===== src/rtl/beta_irq_pkg.sv =====
// Shared definitions for the Beta interrupt controller: register offsets, FSM states
// and the fixed-priority encoder used to pick the winning request.
package beta_irq_pkg;

  localparam logic [3:0] IRQ_OFF_PENDING = 4'h0;
  localparam logic [3:0] IRQ_OFF_ENABLE  = 4'h4;
  localparam logic [3:0] IRQ_OFF_CAUSE   = 4'h8;
  localparam logic [3:0] IRQ_OFF_ACK     = 4'hC;

  localparam int IRQ_VALID_BIT = 31;

  typedef enum logic [1:0] {
    IDLE    = 2'd0,
    ASSERT  = 2'd1,
    SERVICE = 2'd2
  } irq_state_t;

  // Lowest set index wins; returns 0 when nothing is set.
  function automatic logic [4:0] irq_prio_enc(input logic [31:0] v);
    logic [4:0] idx;
    idx = '0;
    for (int i = 31; i >= 0; i--) begin
      if (v[i]) idx = 5'(i);
    end
    return idx;
  endfunction

endpackage


===== src/rtl/beta_irq_ctrl_edge_sync.sv =====
// Request-line front end: optional 2-flop synchroniser (BETA_IRQ_SYNC_EN) followed by
// an edge-detect flop; rise_o pulses for one cycle per 0->1 transition.
module irq_edge_sync #(
  parameter int W = 8
) (
  input  logic         clk,
  input  logic         rst,
  input  logic [W-1:0] src_i,
  output logic [W-1:0] rise_o
);

  logic [W-1:0] samp;
  logic [W-1:0] prev_q;

`ifdef BETA_IRQ_SYNC_EN
  logic [W-1:0] s1_q;
  logic [W-1:0] s2_q;

  always_ff @(posedge clk) begin
    if (rst) begin
      s1_q <= '0;
      s2_q <= '0;
    end else begin
      s1_q <= src_i;
      s2_q <= s1_q;
    end
  end

  assign samp = s2_q;
`else
  // Sources are already synchronous to clk in this build.
  assign samp = src_i;
`endif

  always_ff @(posedge clk) begin
    if (rst) prev_q <= '0;
    else     prev_q <= samp;
  end

  assign rise_o = samp & ~prev_q;

endmodule


===== src/rtl/beta_irq_ctrl.sv =====
// Memory-mapped 8-source interrupt controller for the Beta core. Define BETA_IRQ_SYNC_EN
// to insert 2-flop synchronisers on the request lines.
module beta_irq_ctrl
  import beta_irq_pkg::*;
#(
  parameter int          N_SRC     = 8,
  parameter logic [31:0] BASE_ADDR = 32'hFFFF_FF00
) (
  input  logic             clk,
  input  logic             rst,
  input  logic [N_SRC-1:0] src,
  input  logic [31:0]      addr,
  input  logic [31:0]      wdata,
  input  logic             we,
  input  logic             re,
  output logic             sel,
  output logic [31:0]      rdata,
  output logic             irq
);

  logic [N_SRC-1:0] rise;
  logic [N_SRC-1:0] pending_q, pending_d;
  logic [N_SRC-1:0] enable_q, enable_d;
  logic [N_SRC-1:0] active;
  logic [N_SRC-1:0] svc_clr;
  irq_state_t       state_q;
  logic [4:0]       cause_q;
  logic [4:0]       win;
  logic             irq_q;
  logic             valid;
  logic [3:0]       off;
  logic             wr_hit, rd_hit, cause_rd, ack_wr, take;
  logic [31:0]      active32;
  logic [31:0]      cause_word;
  logic             unused_bits;

  irq_edge_sync #(.W(N_SRC)) u_edge_sync (
    .clk    (clk),
    .rst    (rst),
    .src_i  (src),
    .rise_o (rise)
  );

  assign sel         = (addr[31:4] == BASE_ADDR[31:4]);
  assign off         = {addr[3:2], 2'b00};
  assign wr_hit      = we & sel;
  assign rd_hit      = re & sel;
  assign cause_rd    = rd_hit && (off == IRQ_OFF_CAUSE);
  assign ack_wr      = wr_hit && (off == IRQ_OFF_ACK);
  assign unused_bits = ^{addr[1:0], wdata};

  assign active   = pending_q & enable_q;
  assign valid    = |active;
  assign active32 = {{(32 - N_SRC){1'b0}}, active};
  assign win      = irq_prio_enc(active32);
  assign take     = (state_q == ASSERT) && valid && cause_rd;

  // Service clear and W1C apply first; a same-cycle rising edge overrides both.
  always_comb begin
    svc_clr = '0;
    for (int i = 0; i < N_SRC; i++) begin
      svc_clr[i] = take && (win == 5'(i));
    end
    pending_d = pending_q & ~svc_clr;
    if (wr_hit && (off == IRQ_OFF_PENDING)) pending_d = pending_d & ~wdata[N_SRC-1:0];
    pending_d = pending_d | rise;
    enable_d = enable_q;
    if (wr_hit && (off == IRQ_OFF_ENABLE)) enable_d = wdata[N_SRC-1:0];
  end

  always_ff @(posedge clk) begin
    if (rst) begin
      pending_q <= '0;
      enable_q  <= '0;
    end else begin
      pending_q <= pending_d;
      enable_q  <= enable_d;
    end
  end

  always_ff @(posedge clk) begin
    if (rst) begin
      state_q <= IDLE;
      irq_q   <= 1'b0;
      cause_q <= '0;
    end else begin
      case (state_q)
        IDLE: begin
          if (valid) begin
            state_q <= ASSERT;
            irq_q   <= 1'b1;
          end
        end
        ASSERT: begin
          if (!valid) begin
            state_q <= IDLE;
            irq_q   <= 1'b0;
          end else if (cause_rd) begin
            state_q <= SERVICE;
            irq_q   <= 1'b0;
            cause_q <= win;
          end
        end
        SERVICE: begin
          if (ack_wr) state_q <= IDLE;
        end
        default: begin
          state_q <= IDLE;
          irq_q   <= 1'b0;
        end
      endcase
    end
  end

  assign irq = irq_q;

  always_comb begin
    cause_word = '0;
    if (state_q == SERVICE) begin
      cause_word[IRQ_VALID_BIT] = 1'b1;
      cause_word[4:0]           = cause_q;
    end else begin
      cause_word[IRQ_VALID_BIT] = valid;
      cause_word[4:0]           = win;
    end
  end

  always_comb begin
    rdata = '0;
    if (rd_hit) begin
      case (off)
        IRQ_OFF_PENDING: rdata[N_SRC-1:0] = pending_q;
        IRQ_OFF_ENABLE:  rdata[N_SRC-1:0] = enable_q;
        IRQ_OFF_CAUSE:   rdata = cause_word;
        default:         rdata = '0;
      endcase
    end
  end

endmodule

===== config.mk =====
export PLATFORM = sky130hd
export DESIGN_NAME = beta_irq_ctrl
export DESIGN_NICKNAME = d
export VERILOG_FILES = /design/src/rtl/beta_irq_pkg.sv /design/src/rtl/beta_irq_ctrl_edge_sync.sv /design/src/rtl/beta_irq_ctrl.sv
export SDC_FILE = /design/constraint.sdc
export NUM_CORES = 1
export LEC_CHECK = 0
export CELL_PAD_IN_SITES_DETAIL_PLACEMENT = 0
export CELL_PAD_IN_SITES_GLOBAL_PLACEMENT = 1
export CORE_MARGIN = 2
export CORE_UTILIZATION = 23
export DETAILED_ROUTE_END_ITERATION = 16
export GPL_TIMING_DRIVEN = 0
export PLACE_DENSITY = 0.83
export SYNTH_ARGS = -nofsm -noshare
export SYNTH_HDL_FRONTEND = slang
export SYNTH_SLANG_ARGS = --single-unit

===== constraint.sdc =====
create_clock -name clk -period 2.1 [get_ports clk]
set_input_delay 0.21 -clock clk [delete_from_list [all_inputs] [get_ports clk]]
set_output_delay 0.21 -clock clk [all_outputs]
set_load 0.02 [all_outputs]

== After elaboration in Yosys (flattened, before gate mapping) ==
Index checks and enable logic that the tools add are counted.

* Bits in registers: 32
* Output and inout bits: 34
* Word-level logic and storage cells: 77

* Eq/ne operators: 16
* Mux-type cells: 23
* Bitwise logic cells: 11
* Reduce and logical (&&, ||, !) cells: 21

{| class="wikitable"
|+ Operator list
! kind !! count
|-
| 5-bit two-way mux || 8
|-
| 8-bit bitwise AND || 4
|-
| 32-bit two-way mux || 1
|-
| 28-bit == test, second input constant || 1
|-
| 24-bit two-way mux || 1
|-
| 8-bit NOT || 3
|-
| 8-bit case mux with 3 select lines || 1
|-
| 5-bit by 3-bit == test with 1-bit output, second input constant || 4
|-
| 1-bit logical AND || 14
|-
| 5-bit by 2-bit == test with 1-bit output, second input constant || 2
|-
| 3-bit AND reduction || 3
|-
| 2-bit two-way mux || 4
|-
| 8-bit two-way mux || 1
|-
| 8-bit OR || 1
|-
| 8-bit OR reduction || 1
|-
| 2-bit == test, second input constant || 3
|-
| 2-bit case mux with 3 select lines || 1
|-
| 5-bit by 1-bit == test with 1-bit output, second input constant || 1
|-
| 5-bit zero test || 1
|-
| 2-bit by 1-bit == test with 1-bit output, second input constant || 2
|-
| 4-bit zero test || 1
|-
| 1-bit two-way mux || 4
|-
| 2-bit != test, second input constant || 2
|-
| 3-bit two-way mux || 1
|-
| other kinds (5) || 6
|}

== Depth between registers and ports, before layout ==
* Word-level depth: 16
* Mapped depth: 6

== By module ==
Synthesis repeated with hierarchy kept, for this count alone.

* Cells, all modules: 217
* Area total of the unflattened synthesis: 1873.0 um^2

{| class="wikitable"
|+ By module, submodules not included
! module !! times used !! cells each !! area an instance (um^2) !! sequential area each (um^2)
|-
| beta_irq_ctrl || 1 || 193 || 1612.8 || 440.4
|-
| irq_edge_sync || 1 || 24 || 260.2 || 160.2
|}

== Worst setup path before layout ==
Ideal clock, no wire load.

* Path kind: input port to output port
* Start: input port addr[5]
* End: output port rdata[2]
* Arrival time: 2.038 ns
* Data required time: 1.890 ns
* Path slack: -0.148 ns
* Cell stages on the path: 6
* Path buffers: 1
* Cell sequence: or4b_4 > nor4_4 > nand4_1 > or2_2 > clkbuf_1 > o22ai_1

* Cells in the longest elaborated chain, start to end: 3

{| class="wikitable"
|+ RTL lines
! what !! line !! source
|-
| from (decl) || beta_irq_ctrl.sv:12 || <nowiki>input logic [31:0] addr,</nowiki>
|-
| 28-bit == test || beta_irq_ctrl.sv:44 || <nowiki>assign sel = (addr[31:4] == BASE_ADDR[31:4]);</nowiki>
|-
| 1-bit bitwise AND || beta_irq_ctrl.sv:47 || <nowiki>assign rd_hit = re & sel;</nowiki>
|-
| 32-bit two-way mux || beta_irq_ctrl.sv:130 || <nowiki>if (rd_hit) begin</nowiki>
|-
| to (decl) || beta_irq_ctrl.sv:17 || <nowiki>output logic [31:0] rdata,</nowiki>
|}

Every way passes these cells.

== Final worst setup path ==
* Start: input port addr[3]
* End: register pending_q[4]

* Cells in the longest elaborated chain, start to end: 9

{| class="wikitable"
|+ RTL lines
! what !! line !! source
|-
| 2-bit == test || beta_irq_ctrl.sv:48 || <nowiki>assign cause_rd = rd_hit && (off == IRQ_OFF_CAUSE);</nowiki>
|-
| 1-bit logical AND || beta_irq_ctrl.sv:48 ||
|-
| 1-bit logical AND || beta_irq_ctrl.sv:56 || <nowiki>assign take = (state_q == ASSERT) && valid && cause_rd;</nowiki>
|-
| 1-bit logical AND || beta_irq_ctrl.sv:62 || <nowiki>svc_clr[i] = take && (win == 5'(i));</nowiki>
|-
| 8-bit NOT || beta_irq_ctrl.sv:64 || <nowiki>pending_d = pending_q & ~svc_clr;</nowiki>
|-
| 8-bit bitwise AND || beta_irq_ctrl.sv:64 ||
|-
| 8-bit bitwise AND || beta_irq_ctrl.sv:65 || <nowiki>if (wr_hit && (off == IRQ_OFF_PENDING)) pending_d = pending_d & ~wdata[N_SRC-1:0];</nowiki>
|-
| 8-bit two-way mux (*) || beta_irq_ctrl.sv:65 ||
|-
| 8-bit OR (*) || beta_irq_ctrl.sv:66 || <nowiki>pending_d = pending_d | rise;</nowiki>
|-
| to (signal assigned) || beta_irq_ctrl.sv:76 || <nowiki>pending_q <= pending_d;</nowiki>
|-
| to (decl) || beta_irq_ctrl.sv:22 || <nowiki>logic [N_SRC-1:0] pending_q, pending_d;</nowiki>
|}

Every way passes the cells marked *; elsewhere a longest branch is shown, timed or not.
A chain may end at the register's enable or synchronous reset.

==> impl_metrics.py <==
metrics = {
    "status": {
        "status": "finished clean",
    },
    "timing": {
        "rsz0062_at_grt": "true",
        "setup_violations": 0,
        "finalHoldViolCount": 0,
        "skew_ns": 0.00471,
        "min_period_ns": 2.04,
        "tns_ns": 0,
        "relSlewSlack": 0.632,
        "worst_pin_slew_ns": 0.547,
        "slew_viol_final": 0,
        "max_freq_mhz": 491,
        "fin_crit_sh": 0.970,
    },
    "placed_design": {
        "gp_congestion": 0.781,
        "dpl.hpwl_mm": 4.25,
        "port-buffer-count": 60,
        "dpl.cell_count": 404,
    },
    "floorplan": {
        "ios": 110,
        "initial_core_util": 0.238,
        "die_x_um": 93.4,
        "num_rows": 32,
        "fp.coreArea_um2": 7730,
        "die_height_um": 93.4,
        "dieArea_um2": 8730,
    },
    "setup_path": {
        "cp.required_ns": 2.27,
        "worst_setup_path_start_kind": "input port",
        "slowest_delay_ns": 0.55,
        "end_kind": "flip-flop",
        "crit_arrival_ns": 2.21,
        "crit_chain": "clkdlybuf4s50_1, nor4bb_2, and2_1, nand3_2, or4b_1, a22o_1",
        "crit_buf_inv": 1,
        "worstSetupPathType": "in -> reg",
        "cp_max_fo": 5,
        "crit_family": "simple AND/OR/NAND/NOR gates",
        "slowest_stage": "or4b_1",
    },
    "global_route": {
        "grt_antenna_before_repair": 0,
        "grt_overflow": 0,
        "grt_pass1_wl_mm": 8.57,
        "grt_max_degree": 11,
        "first_global_vias": 1819,
        "grt_usage": 0.124,
    },
    "yosys": {
        "synth_seq_cells": 30,
        "async_flop_share": 0,
        "ys_seq_area_frac": 0.327,
        "yosysWarnings": 0,
        "synth_flop_cell": "dfxtp_1",
        "synth_cells": 220,
        "syn_area_per_cell_um2": 8.36,
        "synth_edf_count": 0,
        "yosysUniqueCellTypes": 43,
        "syn-cell-area_um2": 1840,
    },
    "finish": {
        "drive_above_1_share": 0.251,
        "num-fill-cells": 801,
        "area_growth_pct": 60.2,
        "nets": 390,
        "n_antenna_cell": 0,
        "regArea_um2": 603,
        "layout_commonest_cell": "buf_4",
        "multi_input_comb_area_um2": 1220,
        "stdcell_count": 417,
        "final_cell_mix": "buf_4 (32), dfxtp_1 (28), clkdlybuf4s50_1 (25)",
    },
    "clock_tree": {
        "clock-sinks": 30,
        "cts.htree.levels": 2,
        "clockBufferDepth": 2,
        "clk_latency_ns": 0.28,
        "root_buffer": "clkbuf_8",
        "clk_pin_slew_ns": 0.06,
        "cts_made_buffers": 5,
        "cts_tree": "built",
    },
    "power": {
        "power_density_nw_per_um2": 454,
        "vdd_ir_drop_max_mv": 0.191,
        "p_leak_nw": 1.30,
    },
    "hold_path": {
        "hold_class": "reg -> reg",
    },
    "drt": {
        "viasPerCell": 4.53,
        "route.final.wire_length_mm": 5.52,
        "post_drt_wl_per_cell_um": 13.2,
        "dr_total_vias": 1891,
        "drtIter0Drc": 86,
        "drc": 0,
        "dr.pass1.iters": 4,
        "drtAntennaViolNets": 0,
    },
    "flow_run": {
        "cap_violations": 0,
    },
}
-- flip-flops by register name (all words and copies together), names as in the netlist --
register and count:
u_edge_sync.prev_q 8, pending_q 8, state_q 2, enable_q 8
cause_q 3, irq 1
-- kinds of logic after synthesis --
group,after synthesis,synth area share
compound gates,32,0.127
buf+inv,40,0.130
flops,30,0.327
mux,19,0.103
other cells,1,0.00204
simple gates,98,0.311
-- worst register-to-register path, stage by stage, from the launching register on --
cell and delay (ns):
dfxtp_1 0.43, nor4bb_2 0.30, and2_1 0.25, nand3_2 0.15
or4b_1 0.55, a22o_1 0.22
-- layer usage --
layer  routed length, µm  track usage  up-vias
met5                   0            0        -
met4                  76       0.0453        0
li1                    -            -      946
met1                2250        0.145      880
met3                 305       0.0242        7
met2                2890        0.224       58
-- cells in the mapped netlist, drive strengths merged (4+ instances only) --
master / count / share of area
a21oi: 5 / 0.014
a22o: 4 / 0.019
a22oi: 4 / 0.016
and2: 4 / 0.014
buf: 25 / 0.099
clkbuf: 5 / 0.010
dfxtp: 30 / 0.33
inv: 10 / 0.020
mux2i: 19 / 0.10
nand2: 11 / 0.022
nand3: 18 / 0.052
nand4: 8 / 0.027
nor2: 18 / 0.037
nor2b: 10 / 0.034
nor4: 4 / 0.022
o2bb2ai: 6 / 0.029
-- final timing paths --
kind | startpoint | endpoint | slack [ns] | depth (start not counted)
worst min register to register | u_edge_sync.prev_q[7]$_SDFF_PP0_ | pending_q[7]$_SDFF_PP0_ | 0.46 | 2
worst max-delay path | addr[3] | pending_q[4]$_SDFF_PP0_ | 0.06 | 6
worst min-delay path | u_edge_sync.prev_q[7]$_SDFF_PP0_ | pending_q[7]$_SDFF_PP0_ | 0.46 | 2
worst max register to register | state_q[0]$_SDFFE_PP0P_ | pending_q[4]$_SDFF_PP0_ | 0.09 | 5
-- where the power goes --
part	switching [mW]	internal, mW
logic	0.110	0.132
registers	0.0217	0.593
clock network	0.216	0.264
-- metrics by stage --
stage	power, mW	hold slack (ns)	cell area, µm²	setup WS [ns]	util
floorplan	0.747	0.293	1980	0.0127	-
global placement	0.861	0.440	2710	-1.16	0.350
detailed placement	0.865	0.444	2710	-1.20	0.350
CTS	1.34	0.456	2840	-0.0242	0.367
global route	1.40	0.479	2950	-0.0261	0.381
finish	1.34	0.455	2950	0.0633	0.381
-- layout make-up --
cell class              count  area share
plain buffers              29      0.0705
clock buffers               7      0.0293
clock inverters             1     0.00170
inverters                  10      0.0127
multi-input cells         172       0.415
flip-flops and latches     30       0.205
well taps                 102      0.0433
repair buffers             66       0.223
-- what timing repair did --
item                                    CTS  global route
hold buffers                              0             0
resized for setup                        87            32
setup buffers                             3             3
endpoints found under the setup margin   21            12
pin swaps                                10            10
Note: power is estimated with default switching activity, not from simulation.
